**config.mk**
```make
export PLATFORM = sky130hd
export DESIGN_NAME = eth_pcs_rx_block_sync
export DESIGN_NICKNAME = d
export VERILOG_FILES = /design/src/rtl/eth_pcs_rx_block_sync.sv
export SDC_FILE = /design/constraint.sdc
export NUM_CORES = 1
export LEC_CHECK = 0
export BUFFER_PORTS_ARGS = -buffer_cell sky130_fd_sc_hd__buf_4
export CORE_ASPECT_RATIO = 1.1
export CORE_MARGIN = 3
export CORE_UTILIZATION = 52
export CTS_BUF_LIST = sky130_fd_sc_hd__clkbuf_8
export DETAILED_ROUTE_END_ITERATION = 16
export GPL_ROUTABILITY_DRIVEN = 0
export PLACE_DENSITY = 0.71
export REMOVE_ABC_BUFFERS = 1
export SKIP_LAST_GASP = 1
export SYNTH_ARGS = -nofsm -noshare
export SYNTH_HDL_FRONTEND = slang
export SYNTH_SLANG_ARGS = --single-unit
```
**constraint.sdc**
```tcl
create_clock -name i_clk -period 1.7 [get_ports i_clk]
set_clock_uncertainty 0.05 [all_clocks]
set_input_delay 0.17 -clock i_clk [delete_from_list [all_inputs] [get_ports i_clk]]
set_output_delay 0.17 -clock i_clk [all_outputs]
set_load 0.05 [all_outputs]
```
**src/rtl/eth_pcs_rx_block_sync.sv**
```systemverilog
// 64b/66b PCS receive block-lock engine: tests sync headers and slips the gearbox.
// Optional statistics counters are enabled by `ETH_PCS_RX_BSYNC_STATS_EN.
`timescale 1ns/1ps

package eth_pcs_rx_block_sync_pkg;
    localparam int W_SYNC        = 2;
    localparam int W_SH_VAL_TH   = 7;
    localparam int W_SH_INVAL_TH = 5;

    localparam logic [W_SYNC-1:0] SYNC_DATA = 2'b01;
    localparam logic [W_SYNC-1:0] SYNC_CTRL = 2'b10;
endpackage

module eth_pcs_rx_block_sync
    import eth_pcs_rx_block_sync_pkg::*;
#(
    parameter int SH_VAL_TH   = 64,
    parameter int SH_INVAL_TH = 16,
    parameter int SLIP_WAIT   = 4
) (
    input  logic              i_clk,
    input  logic              i_rst_n,
    input  logic              i_sh_valid,
    input  logic [W_SYNC-1:0] i_sh,
    output logic              o_slip,
    output logic              o_block_lock,
    output logic              o_sh_err
`ifdef ETH_PCS_RX_BSYNC_STATS_EN
    ,
    output logic [15:0]       o_inval_cnt,
    output logic [15:0]       o_lock_loss_cnt
`endif
);

    localparam int W_WAIT = (SLIP_WAIT > 1) ? $clog2(SLIP_WAIT) : 1;

    localparam logic [W_SH_VAL_TH-1:0] VAL_LAST =
        W_SH_VAL_TH'(SH_VAL_TH - 1);
    localparam logic [W_SH_INVAL_TH-1:0] INV_LAST =
        W_SH_INVAL_TH'(SH_INVAL_TH - 1);
    localparam logic [W_WAIT-1:0] WAIT_LAST =
        W_WAIT'(SLIP_WAIT - 1);

    typedef enum logic [1:0] {
        ST_RESET_CNT = 2'd0,
        ST_TEST_SH   = 2'd1,
        ST_SLIP      = 2'd2,
        ST_SLIP_WAIT = 2'd3
    } lock_state_e;

    lock_state_e              state_q, state_d;
    logic [W_SH_VAL_TH-1:0]   sh_cnt_q, sh_cnt_d;
    logic [W_SH_INVAL_TH-1:0] inv_cnt_q, inv_cnt_d;
    logic [W_WAIT-1:0]        wait_cnt_q, wait_cnt_d;
    logic                     slip_q, slip_d;
    logic                     lock_q, lock_d;
    logic                     err_q, err_d;

    logic sh_ok;
    logic sh_bad;

    // Header classification: only 01 and 10 are legal sync headers.
    always_comb begin
        sh_ok  = (i_sh == SYNC_DATA) || (i_sh == SYNC_CTRL);
        sh_bad = i_sh_valid && !sh_ok;
    end

    // State, window counters and registered outputs.
    always_ff @(posedge i_clk or negedge i_rst_n) begin
        if (!i_rst_n) begin
            state_q    <= ST_RESET_CNT;
            sh_cnt_q   <= '0;
            inv_cnt_q  <= '0;
            wait_cnt_q <= '0;
            slip_q     <= 1'b0;
            lock_q     <= 1'b0;
            err_q      <= 1'b0;
        end else begin
            state_q    <= state_d;
            sh_cnt_q   <= sh_cnt_d;
            inv_cnt_q  <= inv_cnt_d;
            wait_cnt_q <= wait_cnt_d;
            slip_q     <= slip_d;
            lock_q     <= lock_d;
            err_q      <= err_d;
        end
    end

    // Lock FSM: next state, counter updates and next output values.
    always_comb begin
        state_d    = state_q;
        sh_cnt_d   = sh_cnt_q;
        inv_cnt_d  = inv_cnt_q;
        wait_cnt_d = wait_cnt_q;
        slip_d     = 1'b0;
        lock_d     = lock_q;
        err_d      = 1'b0;

        unique case (state_q)
            ST_RESET_CNT: begin
                sh_cnt_d  = '0;
                inv_cnt_d = '0;
                state_d   = ST_TEST_SH;
            end

            ST_TEST_SH: begin
                if (i_sh_valid) begin
                    sh_cnt_d  = sh_cnt_q + W_SH_VAL_TH'(1);
                    inv_cnt_d = inv_cnt_q + W_SH_INVAL_TH'(sh_bad);
                    err_d     = sh_bad;
                    // A slip outranks the end-of-window decision.
                    if (sh_bad && (!lock_q || inv_cnt_q == INV_LAST)) begin
                        state_d = ST_SLIP;
                        slip_d  = 1'b1;
                        lock_d  = 1'b0;
                    end else if (sh_cnt_q == VAL_LAST) begin
                        state_d = ST_RESET_CNT;
                        // A window with no bad header grants lock;
                        // otherwise lock is simply held.
                        if (inv_cnt_q == '0 && !sh_bad) begin
                            lock_d = 1'b1;
                        end
                    end
                end
            end

            ST_SLIP: begin
                lock_d     = 1'b0;
                wait_cnt_d = '0;
                state_d    = ST_SLIP_WAIT;
            end

            ST_SLIP_WAIT: begin
                // Headers here come from a realigning gearbox; skip them.
                if (i_sh_valid) begin
                    if (wait_cnt_q == WAIT_LAST) begin
                        state_d = ST_RESET_CNT;
                    end else begin
                        wait_cnt_d = wait_cnt_q + W_WAIT'(1);
                    end
                end
            end

            default: begin
                state_d = ST_RESET_CNT;
            end
        endcase
    end

    assign o_slip       = slip_q;
    assign o_block_lock = lock_q;
    assign o_sh_err     = err_q;

`ifdef ETH_PCS_RX_BSYNC_STATS_EN
    logic [15:0] inval_cnt_q, inval_cnt_d;
    logic [15:0] lock_loss_cnt_q, lock_loss_cnt_d;

    // Saturating statistics: bad headers in any state, lock losses.
    always_comb begin
        inval_cnt_d     = inval_cnt_q;
        lock_loss_cnt_d = lock_loss_cnt_q;
        if (sh_bad && inval_cnt_q != 16'hFFFF) begin
            inval_cnt_d = inval_cnt_q + 16'd1;
        end
        if (lock_q && !lock_d && lock_loss_cnt_q != 16'hFFFF) begin
            lock_loss_cnt_d = lock_loss_cnt_q + 16'd1;
        end
    end

    // Statistics registers.
    always_ff @(posedge i_clk or negedge i_rst_n) begin
        if (!i_rst_n) begin
            inval_cnt_q     <= '0;
            lock_loss_cnt_q <= '0;
        end else begin
            inval_cnt_q     <= inval_cnt_d;
            lock_loss_cnt_q <= lock_loss_cnt_d;
        end
    end

    assign o_inval_cnt     = inval_cnt_q;
    assign o_lock_loss_cnt = lock_loss_cnt_q;
`endif

endmodule

```
==> results of run 1 <==
-- cell type report --
type | instances | area, um2
Tap cell | 18 | 22.5
Sequential cell | 19 | 475
Timing Repair Buffer | 13 | 100
Clock inverter | 1 | 3.75
Multi-Input combinational cell | 73 | 475
Clock buffer | 3 | 41.3
Inverter | 5 | 18.8
Fill cell | 158 | 664
-- worst max-delay path by stage --
stage,end,start,cells past startpoint
global placement,inv_cnt_q[4],i_sh[1],9
detailed placement,inv_cnt_q[4],i_sh[1],9
global route,wait_cnt_q[1],wait_cnt_q[0],5
finish,o_block_lock,sh_cnt_q[0],5
floorplan,o_block_lock,register,4
CTS,wait_cnt_q[1],wait_cnt_q[0],5
-- logic make-up after synthesis --
kind of cell	synth area share, %
flip-flops	47.5
AND/OR/NAND/NOR	22.8
adder cells (fa/ha/maj)	5.00
XOR/XNOR	7.00
buffers and inverters	5.00
AO/OA/AOI/OAI	12.8
-- cell usage in the layout, fill, tap and decap left out, drive strengths merged, types with 2 or more instances in the layout --
| master | count |
|---|---|
| dfrtp | 19 |
| buf | 12 |
| nand2 | 10 |
| xnor2 | 8 |
| nor2 | 8 |
| o21ai | 8 |
| inv | 6 |
| nand3 | 6 |
| a22o | 4 |
| ha | 4 |
| clkbuf | 3 |
| nor4 | 3 |
| nor2b | 2 |
| a21oi | 2 |
| nor3b | 2 |
| nor3 | 2 |
| or4 | 2 |
-- layer usage --
| layer | routed length, um | GRT usage [%] | up-vias |
|---|---|---|---|
| met5 | 0 | 0 | - |
| met4 | 38 | 10.8 | 0 |
| met3 | 48 | 4.15 | 4 |
| met2 | 928 | 29.1 | 9 |
| met1 | 929 | 24.1 | 370 |
| li1 | - | - | 381 |
-- timing repair --
item / in CTS / in global routing
endpoints found under the hold margin: 19 / 0
setup buffers: 0 / 0
gates resized for setup: 0 / 0
hold buffers: 1 / 0
-- metrics by stage --
step / instances / util, % / power (W)
finish: 132 / 63.1 / 0.00176
global route: 132 / 63.1 / 0.00189
CTS: 132 / 63.1 / 0.00177
detailed placement: 127 / 60.1 / 0.00145
global placement: 127 / 60.1 / 0.00142
floorplan: 97 / - / 0.00123
-- worst reg2reg max path: cells and delay by family, from the launching register on --
kind            cells  cell delay (ps)
simple gates        3              670
flops               1              380
fa+ha+maj           1              190
compound gates      1              160
-- power by group through the flow --
stage / combinational [W] / sequential [W] / clock (W)
6_report: 0.000668 / 0.000770 / 0.000317
4_1_cts: 0.000676 / 0.000769 / 0.000327
2_1_floorplan: 0.000412 / 0.000819 / 0
5_1_grt: 0.000755 / 0.000796 / 0.000338
3_5_place_dp: 0.000674 / 0.000774 / 0
3_3_place_gp: 0.000650 / 0.000771 / 0
-- flip-flops by register name, summed over array words and instances, names as in the netlist, named ones only --
register	count
o_slip	1
wait_cnt_q	2
inv_cnt_q	5
o_block_lock	1
state_q	1
o_sh_err	1
sh_cnt_q	7
==> summary.md, run 1 <==
| Metric | Value |
|---|---|
| Pin count of the biggest net entering global routing | 20 |
| Worst path cell trace | ha_1, nand3_1, or3_1, nand3b_1, a21oi_1 |
| # port buffers | 7 |
| Top post-synthesis cells by area | dfrtp_1 (48%), xnor2_1 (7.0%), ha_1 (5.0%), o21ai_0 (4.0%), nand2_1 (3.8%) |
| Final-report hold violation count | 0 |
| Via count | 764 |
| Post-Syn Area | 0.00100 mm2 |
| Clock sink count | 19 |
| Worst-case reg-to-reg path depth | 5 |
| Reg-to-reg startpoint | sh_cnt_q[0] |
| CP Capture Type | register |
| Async S/R FF share, synth | 100% |
| Pre-CTS setup slack | 79.0 ps |
| EDFF count, synth | 0 |
| Nets | 124 |
| 1st-iter DRT viols | 18 |
| Post-Layout Inst Area | 0.00114 mm2 |
| Status | finished, final reports clean |
| Post-route antenna net violation count | 0 |
| Arr. time, crit path | 1660 ps |
| Die width | 47.8 um |
| Initial antenna violation count | 0 |
| WL/cell | 14.7 um |
| Layout cells sized above 1 | 15.8% |
| Switching power | 0.000664 W |
| Sw frac | 37.9% |
| Hold depth | 2 |
| Final setup viols | 0 |
| Power Internal | 0.00109 W |
| Slew HR | 56.5% |
| Drt pass-1 iters | 4 |
| Crit path max-delay family | simple AND/OR/NAND/NOR gates |
| Die Height | 52.0 um |
| Hold Slack | 135 ps |
| Worst Min Path Start | i_sh_valid |
| Placed cell area | 0.00108 mm2 |
| Gr usage total | 19.1% |
| Flop-to-flop setup slack | 170 ps |
| Sequential power share | 43.9% |
| Vias/cell | 5.79 |
| Syn-to-layout area delta | 13.6% |
| Core box area | 0.00180 mm2 |
| Antenna Diode Count | 0 |
| Most used DFF post-synth | dfrtp_1 |
| Critical path data required time | 1830 ps |
| Unique masters post-synth | 33 |
| I/O Pins | 8 |
| Fin. max-slew vios | 0 |
| Kind of critical path | reg2reg |
| RR Endpoint | o_block_lock |
| F_max | 0.653 GHz |
| DRC | 0 |
| Syn Area/Cell | 9.81 um2 |
| Synth Register Bits | 19 |
| CP bufs+invs | 0 |
| HPWL after DPL | 1400 um |
| Starting Density | 55.6% |
| GRT overflow | 0 |
| Setup ws final | 169 ps |
| Clk slew on worst S/H paths | 70 ps |
| CP max stage delay | 390 ps |
| CTS Root Cell | clkbuf_8 |
| DRT Wirelength | 1950 um |
| WHS Endpoint | state_q[0] |
| Final min period | 1530 ps |
| Period Utilization, post-route | 90.0% |
| Hold/Removal Path Class | in2reg |
| Vias in the first global route | 766 |
| Clk pwr share | 18.0% |
| Area leader, netlist | dfrtp_1 |
| FP Rows | 16 |
| Cell count after synthesis | 102 |
| Worst path slowest cell | or3_1 |
| Worst Setup Start Kind | register |
| Post-synthesis sequential area ratio | 47.5% |
| CP Max Fanout | 4 |
| Sum of negative setup slack | 0 ps |
| Clk Latency, worst-skew pair | 260 ps |
| Slew @ Worst Pin | 652 ps |
| CTS Buf Count | 3 |
| Depth of the CTS H-tree | 1 |
| Die footprint | 0.00249 mm2 |
| Max_cap viols | 0 |
| Pleak | 0.511 nW |
| Synth top cells by count | dfrtp_1 (19), nand2_1 (10), nor2_1 (8), o21ai_0 (8), xnor2_1 (8) |
| Most common cell in the netlist | dfrtp_1 |
| Top cell type's share of synthesized area | 47.5% |
| Global-route wire length before repair | 3360 um |
| Comb power frac | 38.1% |
| RSZ-0062 raised after global routing | false |
| Peak VDD IR | 0.818 mV |
| Yosys Warn Count | 0 |
| Clk buf depth | 2 |
| PwrDens | 1540 mW/mm2 |
| CTS tree | yes |
No activity file was read; power rests on OpenSTA's default activity.
==> inputs of run 2 (changes only) <==
--- a/config.mk
+++ b/config.mk
@@ -5,6 +5,7 @@
 export SDC_FILE = /design/constraint.sdc
 export NUM_CORES = 1
 export LEC_CHECK = 0
+export ABC_AREA = 1
 export BUFFER_PORTS_ARGS = -buffer_cell sky130_fd_sc_hd__buf_4
 export CORE_ASPECT_RATIO = 1.1
 export CORE_MARGIN = 3
@@ -14,6 +15,7 @@
 export GPL_ROUTABILITY_DRIVEN = 0
 export PLACE_DENSITY = 0.71
 export REMOVE_ABC_BUFFERS = 1
+export SETUP_SLACK_MARGIN = 0.02
 export SKIP_LAST_GASP = 1
 export SYNTH_ARGS = -nofsm -noshare
 export SYNTH_HDL_FRONTEND = slang
==> summary.md, run 2 <==
| Metric | Value |
|---|---|
| Switching power | 0.000643 W (-3.3%) |
| I/O Pins | 8 (unchanged) |
| Crit path max-delay family | flip-flops |
| Gr usage total | 18.8% (-0.26 points) |
| Slew @ Worst Pin | 453 ps (-199 ps) |
| Worst path cell trace | inv_2, nand2_2, inv_2, nand2_1, o21ai_0, nand3_1, a21oi_1 |
| Slew HR | 69.8% (+13 points) |
| Area leader, netlist | dfrtp_1 |
| Kind of critical path | reg2reg |
| Power Internal | 0.000943 W (-14%) |
| F_max | 0.708 GHz (+8.4%) |
| Pin count of the biggest net entering global routing | 20 (unchanged) |
| Final Util | 66.2% (+3.1 points) |
| Cell count after synthesis | 121 (+19%) |
| CTS Buf Count | 3 (unchanged) |
| RSZ-0062 raised after global routing | false |
| Sw frac | 40.5% (+2.7 points) |
| Setup bufs post-CTS | 0 (unchanged) |
| Initial antenna violation count | 0 (unchanged) |
| Main combinational cell family by area after synthesis | simple AND/OR/NAND/NOR gates |
| Period Utilization, post-route | 83.1% (-7.0 points) |
| Antenna Diode Count | 0 (unchanged) |
| Async S/R FF share, synth | 100% (unchanged) |
| Die footprint | 0.00247 mm2 (-0.55%) |
| Hold/Removal Path Class | in2reg |
| Footprint of the multi-input gates | 465 um2 (-2.1%) |
| Final setup viols | 0 (unchanged) |
| Worst Min Path Start | i_sh_valid |
| Final-report hold violation count | 0 (unchanged) |
| Filler cells | 143 (-9.5%) |
| CP max stage delay | 490 ps (+100 ps) |
| CP dominant cell by count | inv_2 |
| Largest regs | sh_cnt_q (7), inv_cnt_q (5), wait_cnt_q (2) |
| Arr. time, crit path | 1540 ps (-120 ps) |
| Top cell type's share of synthesized area | 47.8% (+0.30 points) |
| Core box area | 0.00169 mm2 (-6.3%) |
| CP Capture Type | register |
| Clock sink count | 19 (unchanged) |
| Peak VDD IR | 0.817 mV (about the same) |
| Nets | 142 (+15%) |
| Worst path slowest cell | dfrtp_1 |
| HPWL after DPL | 1350 um (-3.9%) |
| Max reg flops | 7 (unchanged) |
| Synth top cells by count | nand2_1 (24), dfrtp_1 (19), nor2_1 (18), inv_1 (10), nand3_1 (10) |
| Drt pass-1 iters | 4 (unchanged) |
| EDFF count, synth | 0 (unchanged) |
| CP Max Fanout | 8 (+4) |
| Worst-case reg-to-reg path depth | 7 (+2) |
| Largest reg by FF count | sh_cnt_q |
| FP Rows | 15 (-1) |
| Die width | 47.7 um (-0.27%) |
| Placed Cells | 144 (+13%) |
| Sequential power share | 45.7% (+1.8 points) |
| Overall Power | 0.00159 W (-9.6%) |
| Layout cells sized above 1 | 17.4% (+1.6 points) |
| Unique masters post-synth | 23 (-30%) |
| DRT Wirelength | 1820 um (-6.6%) |
| Yosys Warn Count | 0 (unchanged) |
| Critical path data required time | 1830 ps (about the same) |
| WHS Endpoint | state_q[0] |
| Clk slew on worst S/H paths | 70 ps (about the same) |
| Clk buf depth | 2 (unchanged) |
| Compound-Gate Fraction of Synth Area | 12.1% (-0.67 points) |
| Post-synthesis simple-gate area fraction | 29.7% (+6.9 points) |
| Cts repair resizes | 0 (unchanged) |
| Die Height | 51.9 um (-0.28%) |
| Fin cells | 149 (+13%) |
| Setup ws final | 288 ps (+119 ps) |
| PwrDens | 1420 mW/mm2 (-8.1%) |
| Top post-synthesis cells by area | dfrtp_1 (48%), nand2_1 (9.1%), nor2_1 (6.8%), ha_1 (5.0%), nand3_1 (5.0%) |
| Clk pwr share | 19.3% (+1.3 points) |
| Depth of the CTS H-tree | 1 (unchanged) |
| CTS tree | yes |
| Global-route wire length before repair | 3300 um (-1.8%) |
| Post-synthesis xor/xnor area fraction | 0% (-7.0 points) |
| Clk Latency, worst-skew pair | 250 ps (about the same) |
| 1st-iter DRT viols | 10 (-8) |
| Post-route antenna net violation count | 0 (unchanged) |
| Comb power frac | 35.0% (-3.1 points) |
| Pre-CTS setup slack | 233 ps (+154 ps) |
| Post-synthesis mux area share | 0% (unchanged) |
| Syn-to-layout area delta | 12.5% |
| Pleak | 0.539 nW (+5.6%) |
| Post-synthesis sequential area ratio | 47.8% (+0.30 points) |
| Sequential Area | 475 um2 (unchanged) |
| Most common cell after layout, fill and taps aside | nand2_1 |
| Sum of negative setup slack | 0 ps (unchanged) |
| Fin. max-slew vios | 0 (unchanged) |
| CTS Root Cell | clkbuf_8 |
| GRT overflow | 0 (unchanged) |
| Hold-fix buffers at CTS | 1 (unchanged) |
| Most common cell in the netlist | nand2_1 |
| Commonest cells after routing, fill and taps aside | nand2_1 (24), dfrtp_1 (19), nor2_1 (18) |
| Vias/cell | 5.41 (-6.5%) |
| CP bufs+invs | 2 (+2) |
| WL/cell | 12.2 um (-17%) |
| Final min period | 1410 ps (-119 ps) |
| RR Endpoint | o_block_lock |
| Via count | 806 (+5.5%) |
| Post-Syn Area | 995 um2 (-0.63%) |
| Hold depth | 2 (unchanged) |
| Vias in the first global route | 810 (+5.7%) |
| # port buffers | 7 (unchanged) |
| Synth Area in Adders | 5.03% (+0.031 points) |
| Starting Density | 58.9% (+3.3 points) |
| Flop-to-flop setup slack | 290 ps (+120 ps) |
| Synth Register Bits | 19 (unchanged) |
| Syn Area/Cell | 8.22 um2 (-16%) |
| Worst Setup Start Kind | register |
| Status | finished, final reports clean |
| Most used DFF post-synth | dfrtp_1 |
| DRC | 0 (unchanged) |
| Max_cap viols | 0 (unchanged) |
-- run 2: area by class of cell --
class	count	share of cell area (%)
Clock inverter	1	0.336
Timing Repair Buffer	8	5.59
Multi-Input combinational cell	88	41.6
Sequential cell	19	42.5
Inverter	13	4.36
Tap cell	17	1.90
Clock buffer	3	3.69
-- run 2: metal layers --
layer  global-route usage, %  part of all wire (%)  up-vias
li1                        -                     -      424
met1                    23.0                    48      366
met2                    29.7                    47       12
met3                    3.11                   3.2        4
met4                    11.2                   1.9        0
met5                       0                     0        -
-- run 2: cell families after synthesis --
kind of cell             Yosys count
adder cells (fa/ha/maj)            4
AND/OR/NAND/NOR                   66
buffers and inverters             14
AO/OA/AOI/OAI                     18
flip-flops                        19
-- run 2: worst max path at each step --
stage	slack (ps)	to	depth (start not counted)	startpoint
2_1_floorplan	440	inv_cnt_q[2]	5	inv_cnt_q[0]
5_1_grt	140	sh_cnt_q[3]	5	state_q[0]
3_3_place_gp	280	inv_cnt_q[4]	9	i_sh[0]
4_1_cts	290	o_block_lock	7	register
6_report	290	o_block_lock	7	register
3_5_place_dp	230	inv_cnt_q[4]	9	i_sh[0]
-- run 2: worst reg2reg max path, cell delays in order (launching register included) --
cell     delay, ps
dfrtp_1        490
inv_2          180
nand2_2         90
inv_2          100
nand2_1        110
o21ai_0        100
nand3_1        100
a21oi_1        120
-- run 2: through the flow --
stage / area (um2) / hold WS [ps]
after CTS: 1120 / 127
after global placement: 1060 / 2.43
after floorplan: 990 / -176
after detailed placement: 1060 / 4.42
final: 1120 / 130
after global routing: 1120 / 144
-- run 2: power groups by stage --
stage	clock [W]	sequential [W]	combinational (W)
5_1_grt	0.000341	0.000746	0.000656
2_1_floorplan	0	0.000765	0.000361
3_3_place_gp	0	0.000725	0.000544
6_report	0.000305	0.000725	0.000556
4_1_cts	0.000315	0.000725	0.000560
3_5_place_dp	0	0.000731	0.000556
==> inputs of run 3 (changes only) <==
--- a/config.mk
+++ b/config.mk
@@ -5,7 +5,7 @@
 export SDC_FILE = /design/constraint.sdc
 export NUM_CORES = 1
 export LEC_CHECK = 0
-export ABC_AREA = 1
+export ABC_AREA = 0
 export BUFFER_PORTS_ARGS = -buffer_cell sky130_fd_sc_hd__buf_4
 export CORE_ASPECT_RATIO = 1.1
 export CORE_MARGIN = 3
==> constraint.sdc (replaced) <==
create_clock -name i_clk -period 1.4 [get_ports i_clk]
set_clock_uncertainty 0.05 [all_clocks]
set_input_delay 0.14 -clock i_clk [delete_from_list [all_inputs] [get_ports i_clk]]
set_output_delay 0.14 -clock i_clk [all_outputs]
set_load 0.05 [all_outputs]
==> summary.md, run 3 (synthesis gave the netlist of run 1 again) <==
| Metric | Value |
|---|---|
| Max_cap viols | 0 (unchanged) |
| Power Internal | 0.00159 W (+69%) |
| Largest reg by FF count | sh_cnt_q |
| Worst Setup Start Kind | register |
| Sum of negative setup slack | -132 ps (-132 ps) |
| Status | finished, violations left |
| Sequential power share | 34.8% (-11 points) |
| # port buffers | 7 (unchanged) |
| Flop-to-flop setup slack | -60 ps (-350 ps) |
| HPWL after DPL | 1450 um (+7.4%) |
| RR Endpoint | o_block_lock |
| Filler cells | 108 (-24%) |
| Clock sink count | 19 (unchanged) |
| Worst Min Path Start | i_sh_valid |
| Gr usage total | 20.6% (+1.8 points) |
| Hold Slack | 127 ps (-3.09 ps) |
| FP Rows | 16 (+1) |
| Commonest cells after routing, fill and taps aside | buf_4 (31), dfrtp_1 (19), nand2_1 (10) |
| GRT overflow | 0 (unchanged) |
| I/O Pins | 8 (unchanged) |
| Hold depth | 2 (unchanged) |
| Fin cells | 151 (+1.3%) |
| Sw frac | 38.4% (-2.1 points) |
| CTS Root Cell | clkbuf_8 |
| Via count | 850 (+5.5%) |
| Arr. time, crit path | 1590 ps (+50 ps) |
| Antenna Diode Count | 0 (unchanged) |
| Setup ws final | -60.3 ps (-348 ps) |
| Period Utilization, post-route | 104% (+21 points) |
| F_max | 0.685 GHz (-3.3%) |
| Footprint of the multi-input gates | 621 um2 (+33%) |
| 1st-iter DRT viols | 18 (+8) |
| CP Capture Type | register |
| Die Height | 52.0 um (+0.28%) |
| Most common cell after layout, fill and taps aside | buf_4 |
| Final setup viols | 5 (+5) |
| Clk pwr share | 14.1% (-5.2 points) |
| Sequential Area | 475 um2 (unchanged) |
| CP Max Fanout | 2 (-6) |
| Placed Cells | 142 (-1.4%) |
| Die footprint | 0.00249 mm2 (+0.55%) |
| Post-route antenna net violation count | 0 (unchanged) |
| Max reg flops | 7 (unchanged) |
| Comb power frac | 51.1% (+16 points) |
| Failing checks | negative setup slack |
| Starting Density | 55.6% (-3.3 points) |
| Initial antenna violation count | 0 (unchanged) |
| Nets | 143 (+0.70%) |
| Final-report hold violation count | 0 (unchanged) |
| Pleak | 0.629 nW (+17%) |
| Kind of critical path | reg2reg |
| Final Util | 79.1% (+13 points) |
| WHS Endpoint | state_q[0] |
| Depth of the CTS H-tree | 1 (unchanged) |
| Drt pass-1 iters | 4 (unchanged) |
| Clk Latency, worst-skew pair | 250 ps (about the same) |
| Fin. max-slew vios | 0 (unchanged) |
| Final min period | 1460 ps (+48.3 ps) |
| DRT Wirelength | 2180 um (+20%) |
| Peak VDD IR | 1.22 mV (+49%) |
| RSZ-0062 raised after global routing | true |
| Hold/Removal Path Class | in2reg |
| Layout cells sized above 1 | 42.1% (+25 points) |
| DRC | 0 (unchanged) |
| WL/cell | 14.4 um (+18%) |
| Critical path data required time | 1530 ps (-300 ps) |
| Vias/cell | 5.63 (+4.1%) |
| Syn-to-layout area delta | 42.4% |
| Clk slew on worst S/H paths | 70 ps (about the same) |
| Core box area | 0.00180 mm2 (+6.7%) |
| Global-route wire length before repair | 3650 um (+11%) |
| CTS tree | yes |
| Largest regs | sh_cnt_q (7), inv_cnt_q (5), wait_cnt_q (2) |
| Switching power | 0.000991 W (+54%) |
| Vias in the first global route | 858 (+5.9%) |
| Worst-case reg-to-reg path depth | 4 (-3) |
| Pin count of the biggest net entering global routing | 20 (unchanged) |
| CTS Buf Count | 3 (unchanged) |
| PwrDens | 1810 mW/mm2 (+28%) |
| Slew @ Worst Pin | 389 ps (-64.5 ps) |
| Die width | 47.8 um (+0.27%) |
| Slew HR | 74.0% (+4.2 points) |
| Clk buf depth | 2 (unchanged) |
[run 3: timing repair]
| action | in CTS | in global routing |
|---|---|---|
| buffers inserted | 0 | 5 |
| gates resized for setup | 13 | 16 |
| endpoints found under the setup margin | 13 | 16 |
| pin swaps | 5 | 10 |
| hold endpoints to repair | 19 | 0 |
| hold buffers | 1 | 0 |
[run 3: layer usage]
layer  GRT usage (%)  wire (um)  vias to the layer above
met4            9.42         22                        0
met1            26.2        989                      415
li1                -          -                      420
met3            3.11         49                        4
met2            33.0       1110                       11
met5               0          0                        -
[run 3: area by class of cell]
cell class	count	share of cell area (%)
clock inverter	1	0.263
tap	18	1.58
sequential	19	33.4
timing repair buffer	32	17.0
clock buffer	3	2.90
inverter	5	1.32
multi-input combinational	73	43.5
[run 3: how the worst max path moves through the flow]
| stage | from | to | slack (ps) | depth (start not counted) |
|---|---|---|---|---|
| 3_3_place_gp | i_sh[1] | inv_cnt_q[4] | -120 | 9 |
| 6_report | register | o_block_lock | -60 | 4 |
| 4_1_cts | register | o_block_lock | -50 | 4 |
| 2_1_floorplan | register | o_block_lock | -130 | 4 |
| 3_5_place_dp | i_sh[1] | inv_cnt_q[4] | -150 | 9 |
| 5_1_grt | sh_cnt_q[0] | o_block_lock | -130 | 5 |
[run 3: stage by stage]
stage,setup WS [ps],power [W],cell area [um2]
6_report,-60.3,0.00258,1430
5_1_grt,-131,0.00278,1430
3_3_place_gp,-120,0.00192,1190
3_5_place_dp,-150,0.00195,1190
4_1_cts,-48.8,0.00242,1310
2_1_floorplan,-133,0.00149,970
[run 3: power groups by stage]
stage	Clock (W)	Combinational (W)	Sequential, W
after global placement	0	0.00103	0.000886
after detailed placement	0	0.00106	0.000893
after CTS	0.000378	0.00116	0.000889
after floorplan	0	0.000500	0.000994
final	0.000364	0.00132	0.000899
after global routing	0.000403	0.00146	0.000921
[run 3: critical path: stages, from the launching register on]
cell      delay [ps]
dfrtp_1          400
or4_4            560
nor4_4           140
nand3b_1         110
a21oi_1          130
